--- src/rtl/ov7670_capture.sv ---
`timescale 1ns/1ps
// ov7670_capture -- captures the OV7670 RGB444 (xR GB) byte stream into a row-major frame buffer.
// Optional macro CAPTURE_DECIMATE_EN: 2*H_ACTIVE x 2*V_ACTIVE input, every other pixel of every other line stored.
module ov7670_capture #(
    parameter int H_ACTIVE = 160,
    parameter int V_ACTIVE = 120,
    parameter int ADDR_W   = 16
) (
    input  logic              CLK_CAM_I,
    input  logic              RST_N_I,
    input  logic              ENABLE_I,
    input  logic              VSYNC_I,
    input  logic              HREF_I,
    input  logic [7:0]        DATA_I,
    output logic              WR_EN_O,
    output logic [ADDR_W-1:0] WR_ADDR_O,
    output logic [11:0]       WR_DATA_O,
    output logic              FRAME_DONE_O,
    output logic              BUSY_O
);

`ifdef CAPTURE_DECIMATE_EN
    localparam int SCALE = 2;
`else
    localparam int SCALE = 1;
`endif

    // Counters see raw input indices and saturate, so oversize lines/frames can never wrap back into range.
    localparam int PIX_W  = $clog2(4 * SCALE * H_ACTIVE + 1);
    localparam int LINE_W = $clog2(4 * SCALE * V_ACTIVE + 1);
    localparam logic [PIX_W-1:0]  PIX_LIM  = PIX_W'(SCALE * H_ACTIVE);
    localparam logic [LINE_W-1:0] LINE_LIM = LINE_W'(SCALE * V_ACTIVE);

    typedef enum logic [1:0] {
        IDLE       = 2'd0,
        WAIT_FRAME = 2'd1,
        CAPTURE    = 2'd2
    } state_t;

    state_t             state_q, state_n;
    logic               vsync_q, vsync_d, href_q, href_d;
    logic [7:0]         data_q;
    logic [ADDR_W-1:0]  addr_q;
    logic [PIX_W-1:0]   pix_cnt_q;
    logic [LINE_W-1:0]  line_cnt_q;
    logic               phase_q;
    logic [3:0]         red_q;
    logic               vsync_rise, vsync_fall, href_rise, href_fall;
    logic               cap_entry, cap_exit, cur_phase, keep_sel, do_write;

    // NOTE: sequential state always uses non-blocking assignments so every register samples pre-edge values.
    always_ff @(posedge CLK_CAM_I or negedge RST_N_I) begin
        if (!RST_N_I) begin
            vsync_q <= 1'b0;
            vsync_d <= 1'b0;
            href_q  <= 1'b0;
            href_d  <= 1'b0;
            data_q  <= 8'h00;
        end else begin
            vsync_q <= VSYNC_I;
            vsync_d <= vsync_q;
            href_q  <= HREF_I;
            href_d  <= href_q;
            data_q  <= DATA_I;
        end
    end

    assign vsync_rise = vsync_q & ~vsync_d;
    assign vsync_fall = ~vsync_q & vsync_d;
    assign href_rise  = href_q & ~href_d;
    assign href_fall  = ~href_q & href_d;

    always_ff @(posedge CLK_CAM_I or negedge RST_N_I) begin
        if (!RST_N_I) begin
            state_q <= IDLE;
        end else begin
            state_q <= state_n;
        end
    end

    // NOTE: every signal written in always_comb gets a default first, otherwise a latch is inferred.
    always_comb begin
        state_n   = state_q;
        cap_entry = 1'b0;
        cap_exit  = 1'b0;
        case (state_q)
            IDLE: begin
                if (ENABLE_I) state_n = WAIT_FRAME;
            end
            WAIT_FRAME: begin
                if (!ENABLE_I) begin
                    state_n = IDLE;
                end else if (vsync_fall) begin
                    state_n   = CAPTURE;
                    cap_entry = 1'b1;
                end
            end
            CAPTURE: begin
                // Enable is only consulted at frame end, so dropping it never truncates a frame.
                if (vsync_rise) begin
                    cap_exit = 1'b1;
                    state_n  = ENABLE_I ? WAIT_FRAME : IDLE;
                end
            end
            default: state_n = IDLE;
        endcase
    end

    always_comb begin
        cur_phase = href_rise ? 1'b0 : phase_q;
`ifdef CAPTURE_DECIMATE_EN
        keep_sel  = ~pix_cnt_q[0] & ~line_cnt_q[0];
`else
        keep_sel  = 1'b1;
`endif
        // A VSYNC rise ends the frame in the same cycle, so it suppresses any coincident write.
        do_write  = (state_q == CAPTURE) && !vsync_rise && href_q && cur_phase && keep_sel
                    && (pix_cnt_q < PIX_LIM) && (line_cnt_q < LINE_LIM);
    end

    always_ff @(posedge CLK_CAM_I or negedge RST_N_I) begin
        if (!RST_N_I) begin
            addr_q       <= '0;
            pix_cnt_q    <= '0;
            line_cnt_q   <= '0;
            phase_q      <= 1'b0;
            red_q        <= 4'h0;
            WR_EN_O      <= 1'b0;
            WR_ADDR_O    <= '0;
            WR_DATA_O    <= 12'h000;
            FRAME_DONE_O <= 1'b0;
        end else begin
            WR_EN_O      <= do_write;
            FRAME_DONE_O <= cap_exit;
            if (do_write) begin
                WR_ADDR_O <= addr_q;
                WR_DATA_O <= {red_q, data_q};
                addr_q    <= addr_q + ADDR_W'(1);
            end
            if (cap_entry) begin
                addr_q     <= '0;
                pix_cnt_q  <= '0;
                line_cnt_q <= '0;
                phase_q    <= 1'b0;
            end else if (state_q == CAPTURE && !vsync_rise) begin
                if (href_q) begin
                    phase_q <= ~cur_phase;
                    if (href_rise) begin
                        pix_cnt_q <= '0;
                    end else if (cur_phase && pix_cnt_q != '1) begin
                        pix_cnt_q <= pix_cnt_q + PIX_W'(1);
                    end
                    // Phase-0 byte carries R in its low nibble; the upper nibble is padding.
                    if (!cur_phase) red_q <= data_q[3:0];
                end else if (href_fall && line_cnt_q != '1) begin
                    line_cnt_q <= line_cnt_q + LINE_W'(1);
                end
            end
        end
    end

    assign BUSY_O = (state_q == CAPTURE);

endmodule
--- config.mk ---
export PLATFORM = sky130hd
export DESIGN_NAME = ov7670_capture
export DESIGN_NICKNAME = d
export VERILOG_FILES = /design/src/rtl/ov7670_capture.sv
export SDC_FILE = /design/constraint.sdc
export NUM_CORES = 1
export LEC_CHECK = 0
export ABC_AREA = 1
export CELL_PAD_IN_SITES_DETAIL_PLACEMENT = 2
export CELL_PAD_IN_SITES_GLOBAL_PLACEMENT = 2
export CORE_ASPECT_RATIO = 0.8
export CORE_UTILIZATION = 36
export CTS_CLUSTER_SIZE = 8
export DETAILED_ROUTE_END_ITERATION = 8
export GPL_TIMING_DRIVEN = 0
export PLACE_DENSITY_LB_ADDON = 0.1
export RECOVER_POWER = 50
export SLEW_MARGIN = 40
export SYNTH_ARGS = -nofsm -noshare
export SYNTH_HDL_FRONTEND = slang
export SYNTH_SLANG_ARGS = --single-unit
--- constraint.sdc ---
create_clock -name CLK_CAM_I -period 5.5 [get_ports CLK_CAM_I]
set_clock_uncertainty 0.05 [all_clocks]
set_input_delay 0.55 -clock CLK_CAM_I [delete_from_list [all_inputs] [get_ports CLK_CAM_I]]
set_output_delay 0.55 -clock CLK_CAM_I [all_outputs]
set_load 0.005 [all_outputs]
### After elaboration in Yosys (flattened, before gate mapping)

Index checks and enable logic that the tools add are counted.

* ROM bits: 0
* RAM bits: 0
* register bits: 84
* latch bits: 0
* memories: 0

* magnitude comparators: 2
* bitwise gates (word level): 10
* mux-type cells: 26
* shifts and indexed selects: 0
* reductions and logical operators: 19
* div/mod/pow operators: 0
* multipliers: 0
* equal/unequal tests: 8
* $add $sub $neg: 3

Operators with widths (count)
* $mux 10: 5
* $mux 9: 4
* $mux 16: 2
* $add 16x1->16 const B: 1
* $add 10x1->10 const B: 1
* $lt 10x8->1 const B: 1
* $mux 1: 10
* $ne 10x10->1 const B: 1
* $add 9x1->9 const B: 1
* $lt 9x7->1 const B: 1
* $ne 9x9->1 const B: 1
* $reduce_and 3->1: 3
* $mux 2: 4
* $reduce_bool 2->1: 4
* $logic_and 1x1->1: 7
* $not 1->1: 6
* $pmux 2 s3: 1
* $and 1x1->1: 4
* $ne 2x1->1 const B: 2
* $reduce_and 4->1: 1
* $ne 3x3->1 const B: 1
* $reduce_bool 3->1: 1
* $eq 2x1->1 const B: 1
* $eq 2x2->1 const B: 1
* other kinds (4): 4

### Longest topological paths before layout

* word-level depth: 10
* gate-level depth with buffers: 11
* gate-level depth less buffers: 11

### Worst setup path after synthesis

Ideal clock, no wire load.

* path type: register to register
* start point: register line_cnt_q[0]
* end point: register line_cnt_q[3]
* period minus slack after synthesis: 1.803 ns
* slack: 3.697 ns
* setup time: 0.120 ns
* cell stages (with the launch flop): 11
* required time: 5.330 ns
* arrival time: 1.633 ns
* cells stage by stage: dfrtp_1 ha_1 nand3_1 nor2_1 ha_1 nor2_1 nand4_1 nand2_1 nand2_1 o21ai_0 nor2_1

* longest elaborated chain between the ends: 5
* elaborated cells on any way between the ends: 9

RTL lines
* start, declared: RTL line 45 `logic [LINE_W-1:0] line_cnt_q;`
* start signal, assigned: RTL line 156 `line_cnt_q <= line_cnt_q + LINE_W'(1);`
* $add 9x1->9: RTL line 156
* $mux 9: RTL line 155 `end else if (href_fall && line_cnt_q != '1) begin`
* $mux 9: RTL line 146 `if (href_q) begin`
* $mux 9: RTL line 145 `end else if (state_q == CAPTURE && !vsync_rise) begin`
* $mux 9: RTL line 140 `if (cap_entry) begin`

Parallel ways exist; a longest one is shown, timed or not. The select of a mux whose other input is x is not followed.
A chain may end at the register's enable or synchronous reset.

### Final worst setup path

* start point: input port ENABLE_I
* end point: register addr_q[2]

* longest elaborated chain between the ends: 3
* elaborated cells on any way between the ends: 4

RTL lines
* start, declared: RTL line 11 `input logic ENABLE_I,`
* $mux 1 (*): RTL line 91 `if (!ENABLE_I) begin`
* $mux 1 (*): RTL line 86 `case (state_q)`
* $mux 16 or $reduce_bool 2->1 (tied branches)
* end signal, assigned: RTL line 138 `addr_q <= addr_q + ADDR_W'(1);`
* end, declared: RTL line 43 `logic [ADDR_W-1:0] addr_q;`

Every way passes the cells marked *; elsewhere a longest branch is shown, timed or not.

==> impl_metrics.ini <==
[setup_path]
endpoint_kind = flip-flop
worstRegToRegCells = 10
worst-endpoint-arrival_ps = 2510
cp_slowest_stage_delay_ps = 550
rr_endpoint = line_cnt_q[2]$_DFFE_PN0P_
crit_type = in2reg
ff2ff_setup_slack_ps = 3260
path_max_fanout = 10
r2r-start = line_cnt_q[3]$_DFFE_PN0P_
critical_path.cell_chain = dlygate4sd3_1 > nand2_1 > nor2_1 > nand2_1 > buf_2 > buf_1 > nand3_1 > nand2_1
worst_setup_path_start_kind = input port
slowest_stage = dlygate4sd3_1
required_ps = 5730
critPathMostFrequentCell = nand2_1

[clocking]
clkTransAtPathRegs_ps = 70
clk-insertion-delay-late_ps = 340
numCtsBuffers = 9
post_cts_resized = 0
cts_tree = done
cts-root-buf = clkbuf_16
cts_max_level = 3
post-cts-setup-buffers = 0
cts_sinks = 84
cts.path.max_buffers = 2
cts_hold_buf = 0

[floorplanning]
die_area_um2 = 11600
die-height_um = 96.3
start_util_pct = 36.9
ios = 44
coreArea_um2 = 10800
fp.dieW_um = 120
rows = 34

[sta]
setup_tns_ps = 0
period_share_pct = 41.5
fin_hold_ws_ps = 355
hold_viol_final = 0
min_period_ps = 2280
final_max_slew_viol_count = 33
slew_headroom_pct = -39.5
fmax_ghz = 0.438
setup_ws_ps = 3220
rsz0062_at_grt = no
tightest_slew_ps = 2090
setup_viol = 0

[global_route]
grt_usage_pct = 22.0
grt_overflow = 0
grt_max_degree = 53
grt_pass1_vias = 3711
antenna_found_initial = 0
grt_pass1_wl_mm = 19.2

[yosys]
ys_seq_area_share_pct = 52.5
syn_inst = 484
syn_nets = 501
yosys.area.top_type = dfrtp_1
ys_warn_count = 0
ys_seq_elements = 84
synth_top_area_share_pct = 52.5
syn-cell-area_um2 = 4010
yosys-top-cells-area = dfrtp_1 (52%), nand2_1 (17%), nor2_1 (4.4%)
ys_types = 31
syn_avg_cell_area_um2 = 8.27

[hold_path]
hold_class = reg2reg
hold-path-endpoint = vsync_d$_DFF_PN0_
min_from = vsync_q$_DFF_PN0_
min_path_cells = 0

[outcome]
failed_checks = max-capacitance violations, max-slew violations
outcome = finished with violations

[drt]
via_per_inst = 5.03
num_vias = 3463
drc = 0
antenna_left = 0
firstDrtPassIters = 4
drt_iter0_markers = 158
detail_route.wirelength_mm = 11.6
wire_per_inst_um = 16.9

[finish]
syn_to_final_growth_pct = 22.7
fin_nets = 556
drive_gt1_share_pct = 8.46
num_antenna_cells = 0
fill_cells = 1240

[power]
peakVddDrop_mv = 0.159
power.density_nw_per_um2 = 315
power.leakage_nw = 2.33
p_total_mw = 1.55

[place]
dpl.hpwl_mm = 8.53
io_buffer_count = 43
place_congestion = 0.792
dpl_worst_slack_ps = 2970

[flow_run]
cap_viol_max_count = 1
## power breakdown
group | internal, mW | switching [mW] | total (mW)
Clock | 0.313 | 0.273 | 0.586
Combinational | 0.0993 | 0.118 | 0.217
Sequential | 0.687 | 0.0583 | 0.745
## final cells by class
| class | count | area, um2 | share of cell area [%] |
|---|---|---|---|
| inverter | 37 | 139 | 2.83 |
| tap | 144 | 180 | 3.67 |
| multi-input combinational | 350 | 1670 | 34.0 |
| timing repair buffer | 44 | 452 | 9.19 |
| buffer | 13 | 85.1 | 1.73 |
| clock inverter | 7 | 58.8 | 1.20 |
| sequential | 84 | 2100 | 42.8 |
| clock buffer | 9 | 225 | 4.58 |
## cells by family after synthesis
group                    count (synthesis)  synth area share [%]
AND/OR/NAND/NOR                        298                  32.7
adder cells (fa/ha/maj)                  4                  1.25
XOR/XNOR                                10                  2.19
AO/OA/AOI/OAI                           38                  5.78
buffers and inverters                   50                  5.59
flip-flops                              84                  52.5
## critical path: cells and delay by family
family,cells,cell delay [ps]
buf+inv,3,1310
simple gates,5,630
## sequential cells by signal (all words and copies together), names as in the netlist
name / count
FRAME_DONE_O: 1
addr_q: 16
vsync_d: 1
pix_cnt_q: 10
data_q: 8
WR_ADDR_O: 16
href_q: 1
WR_EN_O: 1
WR_DATA_O: 12
state_q: 2
href_d: 1
line_cnt_q: 9
phase_q: 1
vsync_q: 1
red_q: 4
## worst max path at each step
stage	from	endpoint	slack [ps]	cells past startpoint
final	ENABLE_I	addr_q[2]$_DFFE_PN0P_	3220	8
after CTS	line_cnt_q[3]$_DFFE_PN0P_	line_cnt_q[2]$_DFFE_PN0P_	3250	10
after global routing	line_cnt_q[0]$_DFFE_PN0P_	line_cnt_q[3]$_DFFE_PN0P_	2980	10
after detailed placement	ENABLE_I	addr_q[2]$_DFFE_PN0P_	2970	8
after global placement	RST_N_I	WR_ADDR_O[13]$_DFFE_PN0P_	640	1
after floorplan	line_cnt_q[0]$_DFFE_PN0P_	line_cnt_q[3]$_DFFE_PN0P_	3700	10
## synthesized netlist by cell type
cell,n
a21oi_1,5
a21oi_4,2
buf_1,1
buf_2,8
buf_4,1
buf_6,3
dfrtp_1,84
ha_1,4
inv_1,33
inv_2,4
nand2_1,177
nand2_2,2
nand2_4,2
nand3_1,33
nand3_2,2
nand3b_1,11
nand3b_2,1
nand4_1,12
nor2_1,47
nor2_2,1
nor2_4,2
nor3_1,4
nor3b_1,3
o21ai_0,15
o21ai_1,13
o21bai_1,1
o21bai_4,1
o31ai_1,1
or2_4,1
xnor2_1,1
xor2_1,9
## routing by layer
| layer | GRT usage (%) | vias to the layer above | share of wire [%] |
|---|---|---|---|
| li1 | - | 1656 | - |
| met2 | 36.4 | 51 | 47 |
| met4 | 6.98 | 0 | 1.4 |
| met5 | 0 | - | 0 |
| met1 | 28.7 | 1740 | 48 |
| met3 | 4.74 | 16 | 3.3 |
## cell usage in the layout (no fill, tap or decap), types with 8 or more instances in the layout
master | netlist | final
dlygate4sd3_1 | 0 | 11
nand4_1 | 12 | 12
xor2_1 | 9 | 9
nand3_1 | 33 | 33
inv_1 | 33 | 33
o21ai_1 | 13 | 13
nor2_1 | 47 | 48
buf_2 | 8 | 8
dfrtp_1 | 84 | 84
clkdlybuf4s50_1 | 0 | 31
nand3b_1 | 11 | 11
o21ai_0 | 15 | 15
clkbuf_16 | 0 | 9
nand2_1 | 177 | 177
## stage by stage
step | instance area, um2 | instances | utilization, %
after floorplan | 4010 | 484 | -
after global placement | 4620 | 671 | 42.5
after detailed placement | 4640 | 672 | 42.8
after CTS | 4930 | 688 | 45.4
after global routing | 4910 | 688 | 45.3
final | 4910 | 688 | 45.3
(Power assumes the default switching activity.)
